**src/rtl/alu_slice_seq_pkg.sv**
```systemverilog
// rtl/alu_slice_seq_pkg.sv - shared types and constants for the slice ALU sequencer
// Purpose: FSM state encoding, carry opcode and counter sizing helper.
package alu_slice_seq_pkg;

    typedef enum logic [1:0] {
        IDLE = 2'd0,
        RUN  = 2'd1,
        DONE = 2'd2
    } state_e;

    // The ALU only reports carry for this opcode.
    localparam logic [2:0] OP_CARRY = 3'b111;

    // Slice counter width; a single-slice datapath still needs one bit.
    function automatic int cnt_width(input int slices);
        return (slices > 1) ? $clog2(slices) : 1;
    endfunction

endpackage

```
**src/rtl/alu_slice_seq_if.sv**
```systemverilog
// rtl/alu_slice_seq_if.sv - request/result/ALU signal bundle for the sequencer
// Purpose: groups the request handshake, result handshake and ALU pins.
// Modports:
//   master - environment: drives requests, consumes results, plays the ALU
//   slave  - sequencer:   accepts requests, produces results, drives the ALU
interface alu_slice_seq_if #(
    parameter int W = 8
);
    logic         in_valid;
    logic         in_ready;
    logic [W-1:0] in_a;
    logic [W-1:0] in_b;
    logic [2:0]   in_op;

    logic         alu_a0, alu_b0, alu_a1, alu_b1;
    logic         alu_o1, alu_o2, alu_o3;
    logic         alu_c0, alu_c1, alu_c2, alu_c3;

    logic         out_valid;
    logic         out_ready;
    logic [W-1:0] out_res;
    logic         out_eq;
    logic         out_cy;

    modport master (
        output in_valid, in_a, in_b, in_op, out_ready,
        output alu_c0, alu_c1, alu_c2, alu_c3,
        input  in_ready, out_valid, out_res, out_eq, out_cy,
        input  alu_a0, alu_b0, alu_a1, alu_b1, alu_o1, alu_o2, alu_o3
    );

    modport slave (
        input  in_valid, in_a, in_b, in_op, out_ready,
        input  alu_c0, alu_c1, alu_c2, alu_c3,
        output in_ready, out_valid, out_res, out_eq, out_cy,
        output alu_a0, alu_b0, alu_a1, alu_b1, alu_o1, alu_o2, alu_o3
    );

endinterface

```
**src/rtl/alu_slice_seq_mux.sv**
```systemverilog
// rtl/alu_slice_seq_mux.sv - selects the sel-th 2-bit slice of a W-bit vector
// Ports:
//   vec_i   W-bit source vector
//   sel_i   slice index (0 = least significant pair)
//   slice_o selected 2-bit slice
module alu_slice_mux #(
    parameter int W  = 8,
    parameter int CW = 2
) (
    input  logic [W-1:0]  vec_i,
    input  logic [CW-1:0] sel_i,
    output logic [1:0]    slice_o
);

    always_comb begin
        slice_o = 2'b00;
        for (int i = 0; i < W / 2; i++) begin
            if (sel_i == CW'(i)) begin
                slice_o = vec_i[2*i +: 2];
            end
        end
    end

endmodule

```
**src/rtl/alu_slice_seq.sv**
```systemverilog
// rtl/alu_slice_seq.sv - word-serial sequencer feeding a 2-bit slice ALU
// Purpose: accepts an operand pair and opcode, walks the ALU over SLICES
// 2-bit slices LSB first, assembles the result word plus eq/carry flags.
// Ports:
//   clk, rst  rising-edge clock, synchronous active-high reset
//   bus       slave view of alu_slice_seq_if (request, result, ALU pins)
module alu_slice_seq
    import alu_slice_seq_pkg::*;
#(
    parameter int W = 8
) (
    input  logic            clk,
    input  logic            rst,
    alu_slice_seq_if.slave  bus
);

    localparam int SLICES = W / 2;
    localparam int CW     = cnt_width(SLICES);
    localparam logic [CW-1:0] LAST = CW'(SLICES - 1);

    state_e        state_q;
    logic [CW-1:0] cnt_q;
    logic [W-1:0]  a_q, b_q;
    logic [2:0]    op_q;
    logic [W-1:0]  res_q, res_d;
    logic          eq_q, cy_q;
    logic          in_ready_q, out_valid_q;

    logic [1:0]    a_sl, b_sl;
    logic          run;

    alu_slice_mux #(.W(W), .CW(CW)) u_mux_a (.vec_i(a_q), .sel_i(cnt_q), .slice_o(a_sl));
    alu_slice_mux #(.W(W), .CW(CW)) u_mux_b (.vec_i(b_q), .sel_i(cnt_q), .slice_o(b_sl));

    // Drop the ALU's slice result into position cnt of the accumulator.
    always_comb begin
        res_d = res_q;
        for (int i = 0; i < SLICES; i++) begin
            if (cnt_q == CW'(i)) begin
                res_d[2*i +: 2] = {bus.alu_c1, bus.alu_c0};
            end
        end
    end

    always_ff @(posedge clk) begin
        if (rst) begin
            state_q     <= IDLE;
            cnt_q       <= '0;
            a_q         <= '0;
            b_q         <= '0;
            op_q        <= '0;
            res_q       <= '0;
            eq_q        <= 1'b0;
            cy_q        <= 1'b0;
            in_ready_q  <= 1'b1;
            out_valid_q <= 1'b0;
        end else begin
            case (state_q)
                IDLE: begin
                    if (bus.in_valid) begin
                        a_q        <= bus.in_a;
                        b_q        <= bus.in_b;
                        op_q       <= bus.in_op;
                        cnt_q      <= '0;
                        res_q      <= '0;
                        eq_q       <= 1'b1;
                        in_ready_q <= 1'b0;
                        state_q    <= RUN;
                    end
                end
                RUN: begin
                    res_q <= res_d;
                    eq_q  <= eq_q & bus.alu_c3;
                    if (cnt_q == LAST) begin
                        // Slices are independent; only the MS slice carry survives.
                        cy_q        <= bus.alu_c2;
                        out_valid_q <= 1'b1;
                        state_q     <= DONE;
                    end else begin
                        cnt_q <= cnt_q + 1'b1;
                    end
                end
                DONE: begin
                    if (bus.out_ready) begin
                        out_valid_q <= 1'b0;
                        in_ready_q  <= 1'b1;
                        state_q     <= IDLE;
                    end
                end
                default: begin
                    state_q <= IDLE;
                end
            endcase
        end
    end

    // ALU pins are forced low whenever no slice is being evaluated.
    assign run        = (state_q == RUN);
    assign bus.alu_a0 = run & a_sl[0];
    assign bus.alu_a1 = run & a_sl[1];
    assign bus.alu_b0 = run & b_sl[0];
    assign bus.alu_b1 = run & b_sl[1];
    assign bus.alu_o1 = run & op_q[2];
    assign bus.alu_o2 = run & op_q[1];
    assign bus.alu_o3 = run & op_q[0];

    assign bus.in_ready  = in_ready_q;
    assign bus.out_valid = out_valid_q;
    assign bus.out_res   = res_q;
    assign bus.out_eq    = eq_q;
    assign bus.out_cy    = cy_q;

endmodule

```
**src/flat_wrapper.sv**
```systemverilog
// flat-port wrapper written by rule: the top's interface ports become plain ports
module alu_slice_seq_flat import alu_slice_seq_pkg::*;
#(
    parameter int W = 8
)
  (clk, rst, bus_in_valid, bus_in_a, bus_in_b, bus_in_op, bus_out_ready, bus_alu_c0, bus_alu_c1, bus_alu_c2, bus_alu_c3, bus_in_ready, bus_out_valid, bus_out_res, bus_out_eq, bus_out_cy, bus_alu_a0, bus_alu_b0, bus_alu_a1, bus_alu_b1, bus_alu_o1, bus_alu_o2, bus_alu_o3);
  alu_slice_seq_if #(.W(W)) bus_i ();
  input  logic clk;
  input  logic rst;
  input wire logic [$bits(bus_i.in_valid)-1:0] bus_in_valid;
  input wire logic [$bits(bus_i.in_a)-1:0] bus_in_a;
  input wire logic [$bits(bus_i.in_b)-1:0] bus_in_b;
  input wire logic [$bits(bus_i.in_op)-1:0] bus_in_op;
  input wire logic [$bits(bus_i.out_ready)-1:0] bus_out_ready;
  input wire logic [$bits(bus_i.alu_c0)-1:0] bus_alu_c0;
  input wire logic [$bits(bus_i.alu_c1)-1:0] bus_alu_c1;
  input wire logic [$bits(bus_i.alu_c2)-1:0] bus_alu_c2;
  input wire logic [$bits(bus_i.alu_c3)-1:0] bus_alu_c3;
  output wire logic [$bits(bus_i.in_ready)-1:0] bus_in_ready;
  output wire logic [$bits(bus_i.out_valid)-1:0] bus_out_valid;
  output wire logic [$bits(bus_i.out_res)-1:0] bus_out_res;
  output wire logic [$bits(bus_i.out_eq)-1:0] bus_out_eq;
  output wire logic [$bits(bus_i.out_cy)-1:0] bus_out_cy;
  output wire logic [$bits(bus_i.alu_a0)-1:0] bus_alu_a0;
  output wire logic [$bits(bus_i.alu_b0)-1:0] bus_alu_b0;
  output wire logic [$bits(bus_i.alu_a1)-1:0] bus_alu_a1;
  output wire logic [$bits(bus_i.alu_b1)-1:0] bus_alu_b1;
  output wire logic [$bits(bus_i.alu_o1)-1:0] bus_alu_o1;
  output wire logic [$bits(bus_i.alu_o2)-1:0] bus_alu_o2;
  output wire logic [$bits(bus_i.alu_o3)-1:0] bus_alu_o3;
  assign bus_i.in_valid = bus_in_valid;
  assign bus_i.in_a = bus_in_a;
  assign bus_i.in_b = bus_in_b;
  assign bus_i.in_op = bus_in_op;
  assign bus_i.out_ready = bus_out_ready;
  assign bus_i.alu_c0 = bus_alu_c0;
  assign bus_i.alu_c1 = bus_alu_c1;
  assign bus_i.alu_c2 = bus_alu_c2;
  assign bus_i.alu_c3 = bus_alu_c3;
  assign bus_in_ready = bus_i.in_ready;
  assign bus_out_valid = bus_i.out_valid;
  assign bus_out_res = bus_i.out_res;
  assign bus_out_eq = bus_i.out_eq;
  assign bus_out_cy = bus_i.out_cy;
  assign bus_alu_a0 = bus_i.alu_a0;
  assign bus_alu_b0 = bus_i.alu_b0;
  assign bus_alu_a1 = bus_i.alu_a1;
  assign bus_alu_b1 = bus_i.alu_b1;
  assign bus_alu_o1 = bus_i.alu_o1;
  assign bus_alu_o2 = bus_i.alu_o2;
  assign bus_alu_o3 = bus_i.alu_o3;
  alu_slice_seq #(.W(W)) u_core (.clk(clk), .rst(rst), .bus(bus_i));
endmodule
```
**config.mk**
```make
export PLATFORM = sky130hd
export DESIGN_NAME = alu_slice_seq_flat
export DESIGN_NICKNAME = d
export VERILOG_FILES = /design/src/rtl/alu_slice_seq_pkg.sv /design/src/rtl/alu_slice_seq_if.sv /design/src/rtl/alu_slice_seq_mux.sv /design/src/rtl/alu_slice_seq.sv /design/src/flat_wrapper.sv
export SDC_FILE = /design/constraint.sdc
export NUM_CORES = 1
export LEC_CHECK = 0
export ABC_AREA = 1
export CORE_MARGIN = 10
export CORE_UTILIZATION = 47
export DETAILED_ROUTE_END_ITERATION = 10
export GPL_TIMING_DRIVEN = 0
export PLACE_DENSITY = 0.79
export SLEW_MARGIN = 20
export SYNTH_ARGS = -nofsm -noshare
export SYNTH_HDL_FRONTEND = slang
export SYNTH_SLANG_ARGS = --single-unit
```
**constraint.sdc**
```tcl
create_clock -name clk -period 1.6 [get_ports clk]
set_input_delay 0.16 -clock clk [delete_from_list [all_inputs] [get_ports clk]]
set_output_delay 0.16 -clock clk [all_outputs]
set_load 0.005 [all_outputs]
```
==> results of run 1 <==
routing by layer:
metal | share of wire [%] | vias up | global-route usage (%) | wire length [microns]
met5 | 0 | - | 0 | 0
met4 | 1.8 | 0 | 5.91 | 77
met3 | 7.2 | 7 | 5.92 | 312
met2 | 48 | 39 | 25.3 | 2110
met1 | 43 | 710 | 15.6 | 1860
li1 | - | 851 | - | -
placed cells by master, fill, tap and decap left out:
cell	count
sky130_fd_sc_hd__a21oi_1	16
sky130_fd_sc_hd__a21oi_2	5
sky130_fd_sc_hd__buf_1	1
sky130_fd_sc_hd__buf_12	1
sky130_fd_sc_hd__buf_2	4
sky130_fd_sc_hd__buf_4	7
sky130_fd_sc_hd__buf_6	7
sky130_fd_sc_hd__clkbuf_1	3
sky130_fd_sc_hd__clkbuf_2	1
sky130_fd_sc_hd__clkbuf_4	5
sky130_fd_sc_hd__clkdlybuf4s50_1	38
sky130_fd_sc_hd__clkinv_2	1
sky130_fd_sc_hd__clkinvlp_4	2
sky130_fd_sc_hd__dfxtp_1	32
sky130_fd_sc_hd__dfxtp_2	2
sky130_fd_sc_hd__dfxtp_4	1
sky130_fd_sc_hd__dlygate4sd2_1	3
sky130_fd_sc_hd__ha_4	4
sky130_fd_sc_hd__inv_1	21
sky130_fd_sc_hd__inv_2	3
sky130_fd_sc_hd__inv_4	3
sky130_fd_sc_hd__inv_6	1
sky130_fd_sc_hd__nand2_1	32
sky130_fd_sc_hd__nand2_4	2
sky130_fd_sc_hd__nand3_1	19
sky130_fd_sc_hd__nand3_4	2
sky130_fd_sc_hd__nand3b_1	1
sky130_fd_sc_hd__nor2_1	58
sky130_fd_sc_hd__nor2_4	1
sky130_fd_sc_hd__o21ai_0	20
worst paths after layout:
check	startpoint	end	slack [ns]
max	u_core.cnt_q[0]	bus_alu_a0	-0.14
min	bus_alu_c2	u_core.bus.out_cy	0.37
max reg2reg	u_core.cnt_q[0]	u_core.bus.out_res[5]	0.14
min reg2reg	u_core.bus.out_valid	u_core.bus.out_valid	0.47
through the flow:
step           setup TNS [ns]  worst slack [ns]  std cells
6_report               -0.517            -0.142        342
5_1_grt                -0.803            -0.221        342
4_1_cts                -0.494            -0.141        341
3_5_place_dp            -1.01            -0.267        324
3_3_place_gp           -0.957            -0.245        324
2_1_floorplan               0             0.342        233
cell type report:
cell class | instances | area (sq um)
Timing Repair Buffer | 56 | 533
Fill cell | 294 | 966
Buffer | 9 | 65.1
Clock buffer | 5 | 37.5
Clock inverter | 3 | 20.0
Sequential cell | 35 | 707
Tap cell | 46 | 57.6
Multi-Input combinational cell | 160 | 833
Inverter | 28 | 118
worst register-to-register path, cell delays in order (launching register included):
cell	delay, ns
sky130_fd_sc_hd__dfxtp_4	0.38
sky130_fd_sc_hd__buf_6	0.13
sky130_fd_sc_hd__inv_6	0.07
sky130_fd_sc_hd__ha_4	0.17
sky130_fd_sc_hd__buf_6	0.13
sky130_fd_sc_hd__buf_4	0.11
sky130_fd_sc_hd__nand3_1	0.14
sky130_fd_sc_hd__a21oi_1	0.19
sky130_fd_sc_hd__nor2_1	0.06
sequential cells by signal, summed over array words and instances, names as in the netlist:
| register | cells |
|---|---|
| u_core.b_q | 8 |
| u_core.a_q | 8 |
| u_core.cnt_q | 2 |
| u_core.bus.in_ready | 1 |
| u_core.bus.out_valid | 1 |
| u_core.bus.out_cy | 1 |
| u_core.bus.out_res | 8 |
| u_core.state_q | 2 |
| u_core.bus.out_eq | 1 |
| u_core.op_q | 3 |
report_power, final:
part	internal (mW)	switching [mW]	leakage, nW
combinational	0.258	0.240	0.723
sequential	0.942	0.0389	0.291
clock	0.168	0.316	0.0272
total	1.37	0.596	1.04
kinds of logic (layout without fill, tap and decap cells):
| group | after synthesis | in the layout | synth area share (%) |
|---|---|---|---|
| and+or+nand+nor | 115 | 115 | 29.9 |
| DFF | 35 | 35 | 43.5 |
| adders and majority gates | 4 | 4 | 3.11 |
| buffers and inverters | 38 | 101 | 10.8 |
| AOI/OAI and AO/OA | 41 | 41 | 12.7 |
what timing repair did:
item / in CTS / in global routing
gates resized for setup: 51 / 4
gates cloned: 0 / 0
setup endpoints to repair: 7 / 4
buffers inserted: 10 / 1
endpoints found under the hold margin: 0 / 0
pin swaps: 2 / 6
==> run summary, run 1 <==
sky130_fd_sc_hd__dfxtp_1 takes more of the synthesized area than any other cell. The final-report hold violation count is 0. The global route total overflow is 0. The total power draw is 1.96 mW. The count of final max-slew check failures is 0. The cell area after technology mapping came out at approximately 1600 sq um. For this run, the register share of the synthesized area comes to approximately 43%. The most common cell in the synthesized netlist is sky130_fd_sc_hd__nor2_1. Measured along the x axis, the die boundary spans 78.6 microns. The worst register-to-register path has a depth of 8. Synthesis instantiated 17 different standard cells from the library. The number of nets in the layout is between 300 and 400. The wire length of the first global-routing pass came out at 7400 microns. The total stage count of the critical path came out at 9.

The delay of the slowest critical-path stage is 0.39 ns. The max-slew headroom at the worst pin came out at between 60% and 70%. The violation count after the first detailed-route iteration came out at 93. The post-route netlist has 17.6% of its cells at a drive strength greater than 1. The height of the chip is 78.6 microns. The post-route cell area came out at 2370 sq um.

Data on the critical path is required at its endpoint by approximately 1.4 ns. The cell with the largest stage delay on the worst path is sky130_fd_sc_hd__dfxtp_4. For this run, the leading register cell type out of synthesis is sky130_fd_sc_hd__dfxtp_1.

The net count after synthesis is ~260. The instance count along the most critical hold path came out at 3. The global placer's final weighted congestion is 0.787. In this run the mean area of a mapped cell was 6.92 sq um. The max-capacitance violation count came out at 0.

Ranked by total cell area, the synthesized netlist is headed by sky130_fd_sc_hd__dfxtp_1, sky130_fd_sc_hd__nor2_1, sky130_fd_sc_hd__nand2_1. The root buffer cell chosen for the clock tree is sky130_fd_sc_hd__clkbuf_4. The area added between synthesis and finish came out at 47.1%. The initial standard-cell utilization of the core is approximately 48%.

The total global routing track utilization came out at 14.7%. The setup clock skew after layout came out at 0.0112 ns. The largest delay contributor family on the critical path is buffers and inverters. The via count of the first global-routing pass came to 1646. The I/O pin count came out at 46.

The final reports fail on negative setup slack. The buffers plus inverters on the worst setup path is 4. Traced cell by cell, the critical path runs through buf_6 > inv_6 > ha_4 > buf_4 > a21oi_2 > nand2_1 > nand2_1 > nand2_1 > buf_2. The worst hold slack is approximately 0.37 ns. The maximum clock insertion buffer count came out at 2.

The number of antenna repair diodes came out at 0. Once placement finished, the instance area stood at 2120 sq um. The initial antenna violation count is 0. The count of yosys warnings during synthesis came out at 0. The total core area came out at around 3300 sq um. The post-route DRC violation count is 0. The pin count of the biggest net entering global routing is 13. The minimum clock period came out at approximately 1.7 ns. The final HPWL from detailed placement is 2950 microns.

The hold buffer count at CTS came out at 0. The clock-pin slew reported for the worst setup and hold paths after clock tree synthesis came out at 0.12 ns. The category of the worst setup path capture point is a primary output.

The fraction of registers with async set or reset after synthesis came out at 0%. The number of cells produced by synthesis came out at 233. Ranked by instance count, the synthesized netlist is headed by sky130_fd_sc_hd__nor2_1, sky130_fd_sc_hd__dfxtp_1, sky130_fd_sc_hd__nand2_1. The critical path is of the reg2out type. The run finished, with violations left.

The routed via count divided by cell count came out at 4.70. The count of clock tree sinks came out at 35. The transition time at the pin with the least slew margin came out at 0.475 ns. The synthesized flop and latch total came out at 35. The number of vias after detailed routing came out at approximately 1.6k. The worst setup margin is -0.142 ns. The die covers approximately 6000 sq um. Setup repair after global routing could not meet its margin everywhere. The area share of the leading cell type in the synthesized netlist is between 40 and 50%.

The maximum clock frequency is 574 MHz. Setup violations remaining at the end of the flow were counted as 4. The worst-case IR drop observed on VDD is between 0.6 and 0.7 mV. The total CTS buffers came out at 5.

After detailed routing, the average wire length per cell comes to 12.7 microns. The leakage power summed over all cells is 1.04 nW. The count of input and output buffers is 45.

Dividing the final minimum period by the clock period gives 109%. STA classifies the critical path startpoint as a register. The worst-skew pair later-pin latency is 0.35 ns. In this design, the critical path's most frequently occurring cell is sky130_fd_sc_hd__nand2_1. The largest fanout on the critical path is 5. Measured on the finished design, the core utilization comes to a little under three quarters. The synthesized design contains 0 enable-type register cells. The cell row count is 21. Before antenna repair, the detailed router went through 4 iterations. The data arrival time of the worst path is ~1.6 ns. TritonCTS built the clock tree. In this run the worst hold path is classified as in2reg. The final wirelength is 4360 microns.

The power per standard cell area is 828 nW/um^2. The number of H-tree branching levels is 2. The number of nets with antenna violations after routing is 0.
No activity file was read; power rests on OpenSTA's default activity.
==> inputs of run 2 (changes only) <==
Settings changed: CAP_MARGIN from default to 20, CORE_UTILIZATION 47 to 55, DONT_BUFFER_PORTS from default to 1, GPL_TIMING_DRIVEN 0 to default, PLACE_DENSITY 0.79 to 0.7.
==> run 2 against run 1 <==
Compared with the run above:
- the flow now finishes without violations
- combinational power down 32%
- hold slack worse by 0.37 ns
- first-iteration DRC count up 32%
- sequential power up 1%
- wire length down 7.5%
==> run summary, run 2 (synthesis gave the netlist of run 1 again) <==
The run finished with clean final reports. The most common cell after layout, fill and taps aside is sky130_fd_sc_hd__nor2_1. The start of the worst register-to-register path is u_core.cnt_q[0]. Cell internal power was estimated by the tool at 1.34 mW.

The count of clock tree sinks is 35. The switching power came out at between 0.5 and 0.6 mW. The die area is 5500 sq um. After filler insertion, the fill cell instance count of the layout stands at 240.

The number of vias after detailed routing came out at 1524. The setup violation total in the final timing report is 0. The total global routing track utilization came out at between 10% and 20%. The placement-stage worst setup slack came out at 0.222 ns. The max-slew headroom at the worst pin is 54.8%. The data arrival time of the worst path is 1.44 ns. The part of the power in registers came out at a little over half. The number of nets with antenna violations after routing came out at 0. The number of H-tree branching levels is 2. The number of clock buffers added by TritonCTS is 5. Buffers placed on the I/O ports in this run total 0. Once detailed placement completed, the half-perimeter wirelength came to 2770 microns. The instance count along the most critical hold path is 2. The capturing point of the worst reg2reg path is u_core.bus.out_res[5]. The type of the worst setup path is reg2out. The transition time at the pin with the least slew margin is slightly below 0.7 ns. The startpoint identified for the worst hold timing path is bus_in_a[4].

The share of power burned in combinational logic is 17.9%. The CTS tree is built. The post-route netlist has about an eighth of its cells at a drive strength greater than 1. The largest fanout on the critical path is 6. The wire length of the first global-routing pass is slightly below 7000 microns. The category of the worst setup path capture point is a primary output. The data required time at the worst endpoint is 1.44 ns.

STA classifies the critical path startpoint as a register. The worst setup margin is 0.00320 ns. Across all register-to-register paths, the minimum setup slack is 0.18 ns. The setup clock skew after layout came out at 0.0136 ns. Power spread over the standard cell area amounts to 970 nW/um^2. Summed over all layers, the global routing overflow is 0.

The count of final max-slew check failures was 0. The leakage power summed over all cells came out at roughly 0.86 nW. Setup repair after global routing could not meet its margin everywhere.

The final wirelength is 4030 microns. Of the available clock period, the critical path in the final layout requires between 90% and 100%. The worst-skew pair later-pin latency is roughly 0.35 ns. The detailed-route wire length per cell came out at 14.2 microns. The clock group share of total power is 29.5%.

The final-report hold violation count came out at 0. The I/O pin count is 46. The worst hold slack came out at 0.00245 ns. The total power draw is 1.89 mW.

Timing would allow up to roughly 630 MHz. The kind of path behind the tightest hold check is in2reg. After detailed routing, the number of vias per cell comes to 5.37.

In the layout the commonest cells are sky130_fd_sc_hd__nor2_1, sky130_fd_sc_hd__dfxtp_1, sky130_fd_sc_hd__nand2_1, sky130_fd_sc_hd__inv_1, sky130_fd_sc_hd__o21ai_0. The final layout contains around 280 nets. The switching fraction of total power is 28.8%. The utilization after layout came out at 70.0%.

The tree is rooted in a sky130_fd_sc_hd__clkbuf_4. Entering global routing, the biggest net connects 27 pins. From bottom edge to top edge, the die measures roughly 74 microns. The congestion estimate from routability-driven global placement came to 0.771. The via count of the first global-routing pass came to 1549. The violation count after the first detailed-route iteration came out at 123. The cell row count came out at 19.

For this configuration, the core starts out at a cell density of between 50% and 60%. The initial antenna violation count came out at 0. Measured along the x axis, the die boundary spans 74.1 microns.

The clock passes through at most 2 buffers. The minimum clock period is between 1.5 and 2 ns. The path depth of the worst reg2reg path came out at 6. The max-capacitance violation count is 0. The peak supply drop is 0.837 mV. The clock-pin slew reported for the worst setup and hold paths after clock tree synthesis is 0.12 ns. The length of the first detailed-routing pass in iterations is 4.

The post-route DRC violation count is 0. The path with the worst hold slack has its endpoint at u_core.a_q[4]. The total core area came out at between 2000 and 3000 sq um.

Compared with the post-synthesis result, the final layout area differs by 20.9%. The number of antenna repair diodes came out at 0.
## run 2: cell types whose count changed in the layout (fill, tap and decap cells not counted), moves of 3 or more
cell	delta
sky130_fd_sc_hd__dlygate4sd3_1	+18
sky130_fd_sc_hd__buf_2	-4
sky130_fd_sc_hd__clkdlybuf4s50_1	-38
sky130_fd_sc_hd__dlygate4sd2_1	-3
sky130_fd_sc_hd__buf_4	-3
sky130_fd_sc_hd__buf_6	-7
## run 2: worst max path at each step
stage                    startpoint                     to  slack (ns)  depth (start not counted)
floorplan           u_core.cnt_q[0]  u_core.bus.out_res[4]        0.34                          6
global placement    u_core.cnt_q[0]             bus_alu_a0        0.25                          6
detailed placement  u_core.cnt_q[0]  u_core.bus.out_res[5]        0.22                          6
CTS                 u_core.cnt_q[1]             bus_alu_b0       0.002                          7
global route        u_core.cnt_q[0]             bus_alu_b1       -0.09                          6
finish              u_core.cnt_q[0]             bus_alu_b1       0.003                          6
## run 2: repair_timing
item / 4_1_cts / 5_1_grt
hold endpoints to repair: 20 / 0
setup endpoints to repair: 4 / 4
gates resized for setup: 10 / 14
buffers inserted: 0 / 1
hold buffers: 18 / 0
pin swaps: 0 / 1
## run 2: metal layers
metal | track usage (%) | part of all wire, % | wire (microns)
met1 | 15.8 | 38 | 1550
met2 | 27.5 | 51 | 2060
met3 | 6.65 | 9.1 | 366
met4 | 5.38 | 1.3 | 53
met5 | 0 | 0 | 0
## run 2: worst max-delay path, stage by stage, from the launching register on
cell and delay, ns:
sky130_fd_sc_hd__dfxtp_4 0.38, sky130_fd_sc_hd__ha_2 0.22, sky130_fd_sc_hd__inv_2 0.07, sky130_fd_sc_hd__nand3_4 0.12, sky130_fd_sc_hd__a21oi_1 0.14, sky130_fd_sc_hd__nand2_1 0.06
sky130_fd_sc_hd__nand2_1 0.09
## run 2: layout make-up
class,instances,area [sq um],area share (%)
multi-input cells,160,813,41.7
well taps,31,38.8,1.99
repair buffers,22,210,10.8
clock buffers,8,68.8,3.53
inverters,28,108,5.52
flip-flops and latches,35,709,36.4
## run 2: power groups by stage
| stage | sequential (mW) | clock (mW) | combinational (mW) |
|---|---|---|---|
| floorplan | 0.993 | 0 | 0.240 |
| global placement | 1.01 | 0 | 0.261 |
| detailed placement | 1.01 | 0 | 0.270 |
| CTS | 0.994 | 0.561 | 0.312 |
| global route | 1.01 | 0.605 | 0.390 |
| finish | 0.995 | 0.558 | 0.338 |
## run 2: per-stage QoR
step / instances / TNS (ns) / cell area (sq um)
after global routing: 284 / -0.308 / 1950
after global placement: 257 / 0 / 1600
after floorplan: 233 / 0 / 1610
after detailed placement: 257 / 0 / 1600
after CTS: 283 / 0 / 1880
final: 284 / 0 / 1950
==> inputs of run 3 (changes only) <==
Settings changed: CAP_MARGIN 20 to default, CORE_UTILIZATION 55 to 61, PLACE_DENSITY 0.7 to 0.77.
==> run 3 against run 2 <==
Compared with the run above:
- hold slack better by 0.0057 ns
- critical path depth did not move
- non-clock buffer count decreased by 2
- worst setup slack better by 0.042 ns
- clock power is 25% lower
- count of clock-buffer cells in the layout down 2
- sequential cell count is the same
- combinational power decreased by 1%
- global-route usage is 1.0 points lower
- sequential share of layout area is 0.94 points higher
==> run summary, run 3 (synthesis gave the netlist of run 1 again) <==
For this run, the total global-route usage over all layers was measured as 14.4%. The number of vias after detailed routing came out at between 1.5k and 2k. The die covers between 5000 and 6000 sq um. The most common cell after layout, fill and taps aside is sky130_fd_sc_hd__nor2_1.

TritonCTS built the clock tree. The count of clock tree sinks is 35. The setup fix buffers added after clock tree synthesis is 0.

The sum of negative setup slack came out at 0 ns. The global route total overflow is 0. For the worst-skew pair, the clock arrives at the later sink with an insertion delay of 0.34 ns.

Traced cell by cell, the critical path runs through inv_2 > ha_4 > a21oi_1 > nand2_1 > nand2_1 > nand2_1. The peak supply drop came out at 0.776 mV. The total CTS buffers came out at 5. The clock passes through at most 2 buffers. The minimum clock period is 1.55 ns.

The max-slew headroom at the worst pin came out at 80.4%. The violation count after the first detailed-route iteration is 75. The final critical-path share of the clock period is 97.2%. The wire length on met3 is 424 microns. The area added between synthesis and finish came out at 17.9%. The startpoint of the tightest hold check path is bus_in_op[1]. The kind of start point of the critical path is a register. The wire length the detailed router placed on met1 is between 1000 and 1500 microns. The post-route DRC violation count came out at 0. Data arrives at the worst endpoint at 1.39 ns. The number of H-tree branching levels came out at 2.

In the layout the commonest cells are sky130_fd_sc_hd__nor2_1, sky130_fd_sc_hd__dfxtp_1, sky130_fd_sc_hd__nand2_1, sky130_fd_sc_hd__inv_1, sky130_fd_sc_hd__o21ai_0. The length of the first detailed-routing pass in iterations is 4. For the final database, setup skew stands at 0.00564 ns. The via count of the first global-routing pass is 1399. The count of input and output buffers is 0. Clock tree synthesis selected as its root buffer the cell sky130_fd_sc_hd__clkbuf_4. The final-report hold violation count is 0.

Once detailed placement completed, the half-perimeter wirelength came to ~2700 microns. The floorplan step set the die width to approximately 71 microns. The reg-to-reg setup timing slack is 0.27 ns. The capturing point of the worst reg2reg path is u_core.bus.out_res[4]. The clock-pin slew reported for the worst setup and hold paths after clock tree synthesis came out at approximately 0.09 ns.

For hold timing, the worst endpoint is u_core.op_q[1]. Counting both buffers and inverters, the worst setup path holds a total of 1. The run finished with clean final reports. The detailed-route wire length per cell is 14.0 microns. The number of filler cells placed in the layout is roughly 200. The delay of the slowest critical-path stage is 0.39 ns. The floorplan has 18 rows. The worst setup margin is 0.0451 ns. The data required time at the worst endpoint is 1.44 ns. In this run the critical register-to-register path is launched from u_core.state_q[1]. Setup violations remaining at the end of the flow were counted as 0.

The instance count along the most critical hold path is 2. The final wirelength came out at around 3900 microns. The max-capacitance violation count is 0. Setup repair after global routing could not meet its margin everywhere. Of the cells placed in the final design, the portion with a size suffix greater than 1 is 13.3%. The transition time at the pin with the least slew margin is ~0.29 ns. The type of the worst setup path is reg2out. The maximum clock frequency is between 600 and 700 MHz. The wire length of the first global-routing pass came out at 6080 microns. The initial standard-cell utilization of the core is 64.5%. In this run the top signal layer used is met4. The total power draw is 1.75 mW. The I/O pin count is between 40 and 50. The number of antenna repair diodes came out at 0.

The initial antenna violation count is 0. The total core area is 2500 sq um. The height of the chip is 71.4 microns. The leakage power summed over all cells came out at 0.832 nW. For this design, the slowest cell found on the critical path is sky130_fd_sc_hd__dfxtp_4.

The global placer's final weighted congestion is 0.832. STA classifies the critical path endpoint as a primary output. The number of nets in the layout is 281. For the worst flop-to-flop path, the logic depth is 5.

The largest fanout on the critical path is 9. The placement-stage worst setup slack came out at approximately 0.24 ns. The pin count of the biggest net entering global routing is 30.

The most numerous cell type found on the critical path is sky130_fd_sc_hd__nand2_1. Among cell families on the critical path, the largest total delay comes from flip-flops. The kind of path behind the tightest hold check is in2reg. The count of final max-slew check failures is 0. The sum of met2 wire segment lengths after detailed routing came out at 1990 microns. The power per standard cell area came out at ~900 nW/um^2. The number of nets with antenna violations after routing came out at 0. In the routed layout, each cell is associated on average with a via count of roughly 5.4.
## run 3: changes by cell type in the layout (fill, tap and decap cells not counted), sizes merged
cell / change
dlygate4sd3: -1
clkbuf: -2
buf: -1
## run 3: how the worst max path moves through the flow
stage                 startpoint               endpoint  slack [ns]  cells after the start
2_1_floorplan    u_core.cnt_q[0]  u_core.bus.out_res[4]        0.34                      6
3_3_place_gp   u_core.state_q[0]  u_core.bus.out_res[7]        0.31                      4
3_5_place_dp   u_core.state_q[0]  u_core.bus.out_res[4]        0.24                      4
4_1_cts          u_core.cnt_q[0]             bus_alu_b0        0.01                      6
5_1_grt          u_core.cnt_q[0]             bus_alu_b0       -0.03                      6
6_report         u_core.cnt_q[0]             bus_alu_b0        0.05                      6
## run 3: area by class of cell
type                    instances  area, sq um  share of cell area [%]
multi-input cells             160          813                    42.8
flip-flops and latches         35          709                    37.4
repair buffers                 20          193                    10.1
inverters                      28          105                    5.53
clock buffers                   6         41.3                    2.17
well taps                      30         37.5                    1.98
## run 3: timing repair
item | in CTS | in global routing
endpoints found under the setup margin | 4 | 4
endpoints found under the hold margin | 19 | 1
hold buffers | 16 | 1
resized for setup | 9 | 17
## run 3: through the flow
stage                     utilization [%]  std cells  hold slack (ns)  area (sq um)
final                                76.0        279          0.00814          1900
after detailed placement             64.1        256            0.233          1600
after global placement               64.1        256            0.231          1600
after global routing                 76.0        279          0.00938          1900
after CTS                            73.3        278          0.00330          1830
after floorplan                         -        233            0.229          1610
## run 3: where the power goes
group	leakage [nW]	switching (mW)	internal, mW
Sequential	0.291	0.0544	0.942
Combinational	0.517	0.193	0.141
Clock	0.0242	0.261	0.156
Total	0.832	0.508	1.24
## run 3: per-layer routing
metal | vias up | track usage, %
met3 | 7 | 8.13
li1 | 765 | -
met2 | 60 | 24.5
met1 | 669 | 13.9
met5 | - | 0
met4 | 0 | 6.67
